### config.mk
export PLATFORM = sky130hd
export DESIGN_NAME = instr_encoder_loader_flat
export DESIGN_NICKNAME = d
export VERILOG_FILES = /design/src/rtl/instr_encoder_loader_if.sv /design/src/rtl/instr_encoder_loader.sv /design/src/flat_wrapper.sv
export SDC_FILE = /design/constraint.sdc
export NUM_CORES = 1
export LEC_CHECK = 0
export ABC_CLOCK_PERIOD_IN_PS = 3900
export CORE_MARGIN = 2
export CORE_UTILIZATION = 40
export CTS_CLUSTER_DIAMETER = 100
export DETAILED_ROUTE_END_ITERATION = 16
export GPL_TIMING_DRIVEN = 0
export SLEW_MARGIN = 25
export SYNTH_ARGS = -nofsm -noshare
export SYNTH_HDL_FRONTEND = slang
export SYNTH_SLANG_ARGS = --single-unit
export TNS_END_PERCENT = 50
### constraint.sdc
create_clock -name clk -period 3.9 [get_ports clk]
set_clock_uncertainty 0.05 [all_clocks]
set_input_delay 0.975 -clock clk [delete_from_list [all_inputs] [get_ports clk]]
set_output_delay 0.975 -clock clk [all_outputs]
set_load 0.01 [all_outputs]
### src/rtl/instr_encoder_loader_if.sv
// rtl/instr_encoder_loader_if.sv - instruction stream and memory write bus bundle
// master = program source / memory side, slave = encoder-loader.
interface instr_encoder_loader_if #(parameter int AW = 8);
  logic          in_valid;
  logic          in_ready;
  logic [4:0]    in_op;
  logic [4:0]    in_da;
  logic [4:0]    in_aa;
  logic [4:0]    in_ba;
  logic [14:0]   in_imm;
  logic          in_last;
  logic          mem_rdy;
  logic          mem_we;
  logic [AW-1:0] mem_addr;
  logic [31:0]   mem_wdata;

  modport master (
    output in_valid, in_op, in_da, in_aa, in_ba, in_imm, in_last, mem_rdy,
    input  in_ready, mem_we, mem_addr, mem_wdata
  );

  modport slave (
    input  in_valid, in_op, in_da, in_aa, in_ba, in_imm, in_last, mem_rdy,
    output in_ready, mem_we, mem_addr, mem_wdata
  );
endinterface

### src/rtl/instr_encoder_loader.sv
// rtl/instr_encoder_loader.sv - encodes symbolic instructions to IR words and streams them into instruction memory
// Optional illegal-op flagging: ILLEGAL_OP_CHK_EN.
module instr_encoder_loader #(
  parameter int DEPTH = 4,
  parameter int AW    = 8
) (
  input  logic                   clk,
  input  logic                   rst_n,
  input  logic                   start,
  input  logic [AW-1:0]          start_addr,
  instr_encoder_loader_if.slave  bus,
  output logic                   busy,
  output logic                   done,
  output logic                   wrapped,
  output logic                   err
);
  localparam int PW = $clog2(DEPTH);

  typedef enum logic [1:0] {IDLE, LOAD, DRAIN, FIN} state_t;
  state_t state_q, state_d;

  logic [31:0]   fifo_q [DEPTH];
  logic [PW-1:0] wr_ptr_q, rd_ptr_q;
  logic [PW:0]   count_q;
  logic [AW-1:0] addr_q;
  logic          wrapped_q;

  logic [6:0]    opc;
  logic          imm_fmt;
  logic [31:0]   enc_word;
  logic          fifo_full, fifo_empty, writing, push, pop, begin_session;

  // Unknown op indices fall through to the NOP opcode with fields kept.
  always_comb begin
    opc     = 7'b0000000;
    imm_fmt = 1'b0;
    case (bus.in_op)
      5'd0:  opc = 7'b0000000;
      5'd1:  opc = 7'b0000010;
      5'd2:  opc = 7'b0000101;
      5'd3:  opc = 7'b1100101;
      5'd4:  opc = 7'b0001000;
      5'd5:  opc = 7'b0001010;
      5'd6:  opc = 7'b0001100;
      5'd7:  opc = 7'b0000001;
      5'd8:  opc = 7'b0100001;
      5'd9:  begin opc = 7'b0100010; imm_fmt = 1'b1; end
      5'd10: begin opc = 7'b0100101; imm_fmt = 1'b1; end
      5'd11: opc = 7'b0101110;
      5'd12: begin opc = 7'b0101000; imm_fmt = 1'b1; end
      5'd13: begin opc = 7'b0101010; imm_fmt = 1'b1; end
      5'd14: begin opc = 7'b0101100; imm_fmt = 1'b1; end
      5'd15: begin opc = 7'b1100010; imm_fmt = 1'b1; end
      5'd16: begin opc = 7'b1000101; imm_fmt = 1'b1; end
      5'd17: opc = 7'b1000000;
      5'd18: opc = 7'b0110010;
      5'd19: opc = 7'b0110001;
      5'd20: opc = 7'b1100001;
      5'd21: begin opc = 7'b0100000; imm_fmt = 1'b1; end
      5'd22: begin opc = 7'b1100000; imm_fmt = 1'b1; end
      5'd23: begin opc = 7'b1000100; imm_fmt = 1'b1; end
      5'd24: begin opc = 7'b0000111; imm_fmt = 1'b1; end
      default: opc = 7'b0000000;
    endcase
  end

  assign enc_word = {opc, bus.in_da, bus.in_aa,
                     imm_fmt ? bus.in_imm : {bus.in_ba, 10'b0}};

  assign fifo_full     = (count_q == (PW+1)'(DEPTH));
  assign fifo_empty    = (count_q == '0);
  assign writing       = (state_q == LOAD) || (state_q == DRAIN);
  assign bus.in_ready  = (state_q == LOAD) && !fifo_full;
  assign push          = bus.in_valid && bus.in_ready;
  assign pop           = writing && !fifo_empty && bus.mem_rdy;
  assign begin_session = (state_q == IDLE) && start;
  assign busy          = (state_q != IDLE);
  assign done          = (state_q == FIN);
  assign wrapped       = wrapped_q;

  always_comb begin
    state_d = state_q;
    case (state_q)
      IDLE:  if (start) state_d = LOAD;
      LOAD:  if (push && bus.in_last) state_d = DRAIN;
      // mem_we high means the final pop is still on the bus this cycle.
      DRAIN: if (fifo_empty && !bus.mem_we) state_d = FIN;
      FIN:   state_d = IDLE;
      default: state_d = IDLE;
    endcase
  end

  always_ff @(posedge clk) begin
    if (push) fifo_q[wr_ptr_q] <= enc_word;
  end

  always_ff @(posedge clk) begin
    if (!rst_n) begin
      state_q       <= IDLE;
      wr_ptr_q      <= '0;
      rd_ptr_q      <= '0;
      count_q       <= '0;
      addr_q        <= '0;
      wrapped_q     <= 1'b0;
      bus.mem_we    <= 1'b0;
      bus.mem_addr  <= '0;
      bus.mem_wdata <= '0;
    end else begin
      state_q    <= state_d;
      bus.mem_we <= pop;
      if (push) wr_ptr_q <= wr_ptr_q + PW'(1);
      case ({push, pop})
        2'b10:   count_q <= count_q + (PW+1)'(1);
        2'b01:   count_q <= count_q - (PW+1)'(1);
        default: count_q <= count_q;
      endcase
      if (pop) begin
        rd_ptr_q      <= rd_ptr_q + PW'(1);
        bus.mem_addr  <= addr_q;
        bus.mem_wdata <= fifo_q[rd_ptr_q];
        addr_q        <= addr_q + AW'(1);
        if (addr_q == '1) wrapped_q <= 1'b1;
      end
      if (begin_session) begin
        addr_q    <= start_addr;
        wrapped_q <= 1'b0;
      end
    end
  end

`ifdef ILLEGAL_OP_CHK_EN
  logic err_q;

  always_ff @(posedge clk) begin
    if (!rst_n) begin
      err_q <= 1'b0;
    end else if (begin_session) begin
      err_q <= 1'b0;
    end else if (push && (bus.in_op > 5'd24)) begin
      err_q <= 1'b1;
    end
  end

  assign err = err_q;
`else
  assign err = 1'b0;
`endif

endmodule

### src/flat_wrapper.sv
// flat-port wrapper written by rule: the top's interface ports become plain ports
module instr_encoder_loader_flat 
#(
  parameter int DEPTH = 4,
  parameter int AW    = 8
)
  (clk, rst_n, start, start_addr, busy, done, wrapped, err, bus_in_valid, bus_in_op, bus_in_da, bus_in_aa, bus_in_ba, bus_in_imm, bus_in_last, bus_mem_rdy, bus_in_ready, bus_mem_we, bus_mem_addr, bus_mem_wdata);
  instr_encoder_loader_if #(.AW(AW)) bus_i ();
  input  logic clk;
  input  logic rst_n;
  input  logic start;
  input  logic [AW-1:0] start_addr;
  output logic busy;
  output logic done;
  output logic wrapped;
  output logic err;
  input wire logic [$bits(bus_i.in_valid)-1:0] bus_in_valid;
  input wire logic [$bits(bus_i.in_op)-1:0] bus_in_op;
  input wire logic [$bits(bus_i.in_da)-1:0] bus_in_da;
  input wire logic [$bits(bus_i.in_aa)-1:0] bus_in_aa;
  input wire logic [$bits(bus_i.in_ba)-1:0] bus_in_ba;
  input wire logic [$bits(bus_i.in_imm)-1:0] bus_in_imm;
  input wire logic [$bits(bus_i.in_last)-1:0] bus_in_last;
  input wire logic [$bits(bus_i.mem_rdy)-1:0] bus_mem_rdy;
  output wire logic [$bits(bus_i.in_ready)-1:0] bus_in_ready;
  output wire logic [$bits(bus_i.mem_we)-1:0] bus_mem_we;
  output wire logic [$bits(bus_i.mem_addr)-1:0] bus_mem_addr;
  output wire logic [$bits(bus_i.mem_wdata)-1:0] bus_mem_wdata;
  assign bus_i.in_valid = bus_in_valid;
  assign bus_i.in_op = bus_in_op;
  assign bus_i.in_da = bus_in_da;
  assign bus_i.in_aa = bus_in_aa;
  assign bus_i.in_ba = bus_in_ba;
  assign bus_i.in_imm = bus_in_imm;
  assign bus_i.in_last = bus_in_last;
  assign bus_i.mem_rdy = bus_mem_rdy;
  assign bus_in_ready = bus_i.in_ready;
  assign bus_mem_we = bus_i.mem_we;
  assign bus_mem_addr = bus_i.mem_addr;
  assign bus_mem_wdata = bus_i.mem_wdata;
  instr_encoder_loader #(.DEPTH(DEPTH), .AW(AW)) u_core (.clk(clk), .rst_n(rst_n), .start(start), .start_addr(start_addr), .bus(bus_i), .busy(busy), .done(done), .wrapped(wrapped), .err(err));
endmodule
---- After elaboration in Yosys (flattened, before gate mapping) ----
Memories as Yosys holds them, arrays and structs flattened. A register that Yosys moved wholly into a read port is not among the register bits.
Cells that the tools add are included.
storage, ports and cells
  memories ................................ 1
  input bits .............................. 49
  logic and storage cells ................. 82
  register bits after elaboration ......... 27
  memory bits (writable) .................. 128
memories
  name           depth  bits a word  read ports  clocked after memory_dff  write ports  line                        source
  u_core.fifo_q  4      32           1           1                         1            instr_encoder_loader.sv:22  logic [31:0] fifo_q [DEPTH];
cells by class
  multiplexer cells ....................... 12
  reduce and logical (&&, ||, !) cells .... 21
  bitwise gates (word level) .............. 1
  equal/unequal tests ..................... 34
  add/sub/neg operators ................... 5
operators by type and width
  kind                   number
  $pmux W7 S24           1
  $eq A5 B5 Y1 const B   9
  $eq A5 B4 Y1 const B   8
  $eq A5 B3 Y1 const B   4
  $mux W8                2
  $mux W15               1
  $reduce_or A11 Y1      1
  $eq A5 B2 Y1 const B   2
  $add A8 B1 Y8 const B  1
  $eq A8 B8 Y1 const B   1
  $pmux W2 S4            1
  $logic_and A1 B1 Y1    7
  $eq A2 B2 Y1 const B   3
  $mux W2                3
  $ne A2 B2 Y1 const B   3
  $pmux W3 S2            1
  $reduce_bool A2 Y1     3
  $eq A5 B1 Y1 const B   1
  $add A2 B1 Y2 const B  2
  $eq A2 B1 Y1 const B   2
  $logic_not A1 Y1       4
  $add A3 B1 Y3 const B  1
  $eq A3 B3 Y1 const B   1
  $logic_not A3 Y1       1
  8 further kinds        10

---- Depth between registers and ports, before layout ----
  depth in word-level cells ............... 7
  depth in mapped cells ................... 12
  depth with buffers taken out ............ 10

---- Worst setup path after synthesis ----
OpenSTA, ideal clock, no wires.
  path type ............................... input to register
  from .................................... input bus_mem_rdy
  to ...................................... register u_core.count_q[2]
  required time ........................... 3780 ps
  setup slack ............................. 1044 ps
  setup time .............................. 70 ps
  path buffers ............................ 2
  stages on the path ...................... 10
  arrival time ............................ 2736 ps
  cells stage by stage .................... o311ai_4 -> inv_2 -> buf_2 -> buf_2 -> ha_1 -> inv_1 -> fa_1 -> xor2_1 -> or3_1 -> a21oi_1
between the ends
  word-level cells in the longest chain between the ends .. 3
  elaborated cells on any way between the ends .. 5
  those cells by class .................... 2 x eq/ne; 1 x mux; 2 x reduce/logical
ends and longest elaborated chain
  element                                            line                         source
  start: declaration                                 flat_wrapper.sv:24           input wire logic [$bits(bus_i.mem_rdy)-1:0] bus_mem_rdy;
  $logic_and A1 B1 Y1 (*)                            instr_encoder_loader.sv:75   assign pop = writing && !fifo_empty && bus.mem_rdy;
  net u_core.pop                                     instr_encoder_loader.sv:31   logic fifo_full, fifo_empty, writing, push, pop, begin_session;
  $eq A2 B1 Y1 or $eq A2 B2 Y1 (tied branches)       instr_encoder_loader.sv:112  case ({push, pop})
  $pmux W3 S2 or $reduce_bool A2 Y1 (tied branches)  -
  end signal: assignment                             instr_encoder_loader.sv:113  2'b10: count_q <= count_q + (PW+1)'(1);
  end signal: assignment                             instr_encoder_loader.sv:114  2'b01: count_q <= count_q - (PW+1)'(1);
  end signal: assignment                             instr_encoder_loader.sv:115  default: count_q <= count_q;
  end: declaration                                   instr_encoder_loader.sv:24   logic [PW:0] count_q;
Mark *: on every way through the listed nets, which the timed path passes. The rest lies on a longest branch.
A chain may end at the register's enable or synchronous reset.

---- Worst setup path in the final report ----
Same ends and word-level chain as after synthesis.

==> reports/qor.csv <==
metric;value;unit
Tcrit/Tclk final;84.87;%
Starting Density;41.04;%
Core Region;18150;sq um
Top Ports;95;
count leader, synth;edfxtp_1;
final antenna-violating net count;0;
Max stage delay on crit path;510;ps
top-area cell type share of the netlist area;51.60;%
# resized after CTS;0;
status;complete, no violations;
Max-Cap Viols;0;
CTS tree;done;
Relative slew margins;55.61;%
slowest stage cell on the critical path;clkdlybuf4s50_1;
post-CTS setup buffer count;0;
P_leak;0.003056;uW
die extent in y;140.5;um
fin nets;700;
vias in the first global route;4570;
largest net degree at the start of global routing;21;
Final Cell Area;9316;sq um
Yosys cell types;46;
Post-synth top cells;edfxtp_1 (128), nand2_1 (94), dfxtp_1 (59);
placed cells;849;
Area Overhead vs Synth;25.08;%
GP Congestion;0.8203;
# rows;49;
initial antenna violation count;0;
synth top area cells;edfxtp_1 (52%), dfxtp_1 (16%), mux4_2 (9.7%), nand2_1 (4.7%), a21oi_1 (3.5%);
CTS clk-pin slew, worst paths;60;ps
Setup-failing EPs final;0;
Fillers;1542;
number of synthesized flops with an enable pin;128;
vias;4455;
IO Port Bufs;92;
Synthesized Nets;585;
Mean Syn Cell Area;14.21;sq um
Synth area leader;edfxtp_1;
CP dominant cell by count;buf_2;
Top delay family on crit path;buffers and inverters;
Max IR drop VDD;307.2;uV
Syn. warnings;0;
share of layout cells above drive strength 1;14.57;%
initial DRC count;203;
Most used DFF post-synth;edfxtp_1;
post-synthesis sequential area ratio;67.46;%
detailed placer's ending HPWL;10.41;mm
ys async rst share;0;%
TritonCTS Sinks;187;
Tot GR Track Use;15.94;%
final worst setup slack;590.1;ps
Hold-fix buffers, CTS;0;
worst slack, placed;124.0;ps
gr ovfl total;0;
WL final;15.27;mm
Setup CP Type;in -> reg;
die width;140.5;um
Root Driver;clkbuf_16;
CP max FO;10;
CTS Buf Count;17;
drt drc;0;
data arrival time of the worst path;3600;ps
Buf/Inv on CP;5;
via/cell ratio;5.057;
worst slew pin tran;665.8;ps
CP cell instances;clkdlybuf4s50_1, o311ai_4, inv_2, buf_2, buf_2, ha_1, inv_1, fa_1, xor2_1, or3_1, a21oi_1;
final setup TNS;0;ps
CP endpoint kind;flip-flop;
Mapped Area;7448;sq um
Required @ worst endpoint;4190;ps
HP Class;reg -> reg;
first-pass iteration count of the detailed router;4;
first-pass GRT wire length;24.06;mm
number of antenna diodes;0;
H-tree levels;4;
Final Non-Filler Cells;881;
die area;19730;sq um
power per cell area;517.2;nW/um^2
unrepaired setup endpoints after global routing;false;
crit path launch type;input port;
Slew Limit Fails;0;
Clock Latency Late Sink;430;ps
synthesis-stage register bit count;187;
DP Area;8748;sq um
Fmax;302.1;MHz
Fin. Hold Viols;0;
WL per Instance;17.33;um
Cells after Synth;524;
buffer depth of the longest clock path;2;
Final min period;3310;ps
final core utilization;51.34;%
worst min-delay path: stages, from the launching register on:
cell     delay [ps]
dfxtp_1         310
nand2_1          50
a21oi_1          50
stage by stage:
| step | total power (uW) | hold slack [ps] |
|---|---|---|
| 2_1_floorplan | 2902 | 407.6 |
| 3_3_place_gp | 3172 | 396.0 |
| 3_5_place_dp | 3212 | 398.3 |
| 4_1_cts | 4865 | 407.3 |
| 5_1_grt | 5023 | 422.5 |
| 6_report | 4819 | 405.7 |
layout by cell type (no fill, tap or decap), types with 2 or more instances in the layout:
cell             count
a21oi_1             52
a31oi_1              3
and2_1              11
and2_2               4
and3_1               2
buf_12               3
buf_2               16
buf_4                4
bufinv_16            2
clkbuf_1            15
clkbuf_16           17
clkbuf_8             2
clkdlybuf4s50_1     92
clkinv_1             2
clkinvlp_4           2
dfxtp_1             59
edfxtp_1           128
ha_1                11
inv_1               12
mux2_2               5
mux2i_1              4
mux4_2              32
nand2_1             94
nand2b_1             2
nand3_1              3
nand4_1              3
nor2_1              14
nor2b_1              3
nor3_1               4
o211a_1              2
o21ai_0             12
xnor2_1              6
xor2_1               7
state kept, by name (all words and copies together) (netlist names):
name,flops
u_core.addr_q,8
u_core.bus.mem_addr,8
u_core.bus.mem_wdata,32
u_core.bus.mem_we,1
u_core.count_q,3
u_core.fifo_q,128
u_core.rd_ptr_q,2
u_core.state_q,2
u_core.wr_ptr_q,2
u_core.wrapped,1
area by class of cell:
| cell class | count | area (sq um) | share of cell area [%] |
|---|---|---|---|
| clock inverters | 8 | 96.34 | 1.034 |
| plain buffers | 32 | 162.7 | 1.746 |
| clock buffers | 24 | 471.7 | 5.063 |
| repair buffers | 96 | 1008 | 10.82 |
| flip-flops and latches | 187 | 5025 | 53.93 |
| multi-input cells | 292 | 2217 | 23.80 |
| inverters | 13 | 48.80 | 0.5238 |
| well taps | 229 | 286.5 | 3.075 |
final timing paths:
path | to | slack (ps) | startpoint | cells past startpoint
worst max-delay path | u_core.count_q[2] | 590 | bus_mem_rdy | 11
worst min-delay path | u_core.bus.mem_wdata[23] | 410 | u_core.bus.mem_wdata[23] | 2
worst max register to register | u_core.count_q[2] | 830 | u_core.state_q[0] | 12
worst min register to register | u_core.bus.mem_wdata[23] | 410 | u_core.bus.mem_wdata[23] | 2
report_power, final:
group	switching [uW]	internal [uW]
clock	686	974
combinational	385	385
sequential	94.5	2290
total	1170	3650
layer usage:
layer / global-route usage, % / vias to the layer above / share of wire [%]
met2: 27.53 / 107 / 50
met1: 19.97 / 2190 / 44
met3: 3.863 / 16 / 4.1
li1: - / 2142 / -
met4: 4.895 / 0 / 1.4
met5: 0 / - / 0
kinds of logic (layout without fill, tap and decap cells):
kind of cell / count (synthesis) / after routing / share of synthesized area, %
AOI/OAI and AO/OA: 78 / 78 / 6.232
xor gates and xnor gates: 13 / 13 / 1.529
adders and majority gates: 12 / 12 / 2.117
buffers and inverters: 45 / 173 / 2.839
DFF: 187 / 187 / 67.46
muxes: 41 / 41 / 10.97
other: 1 / 1 / 0.05035
and+or+nand+nor: 147 / 147 / 8.802
Note: power is estimated with default switching activity, not from simulation.
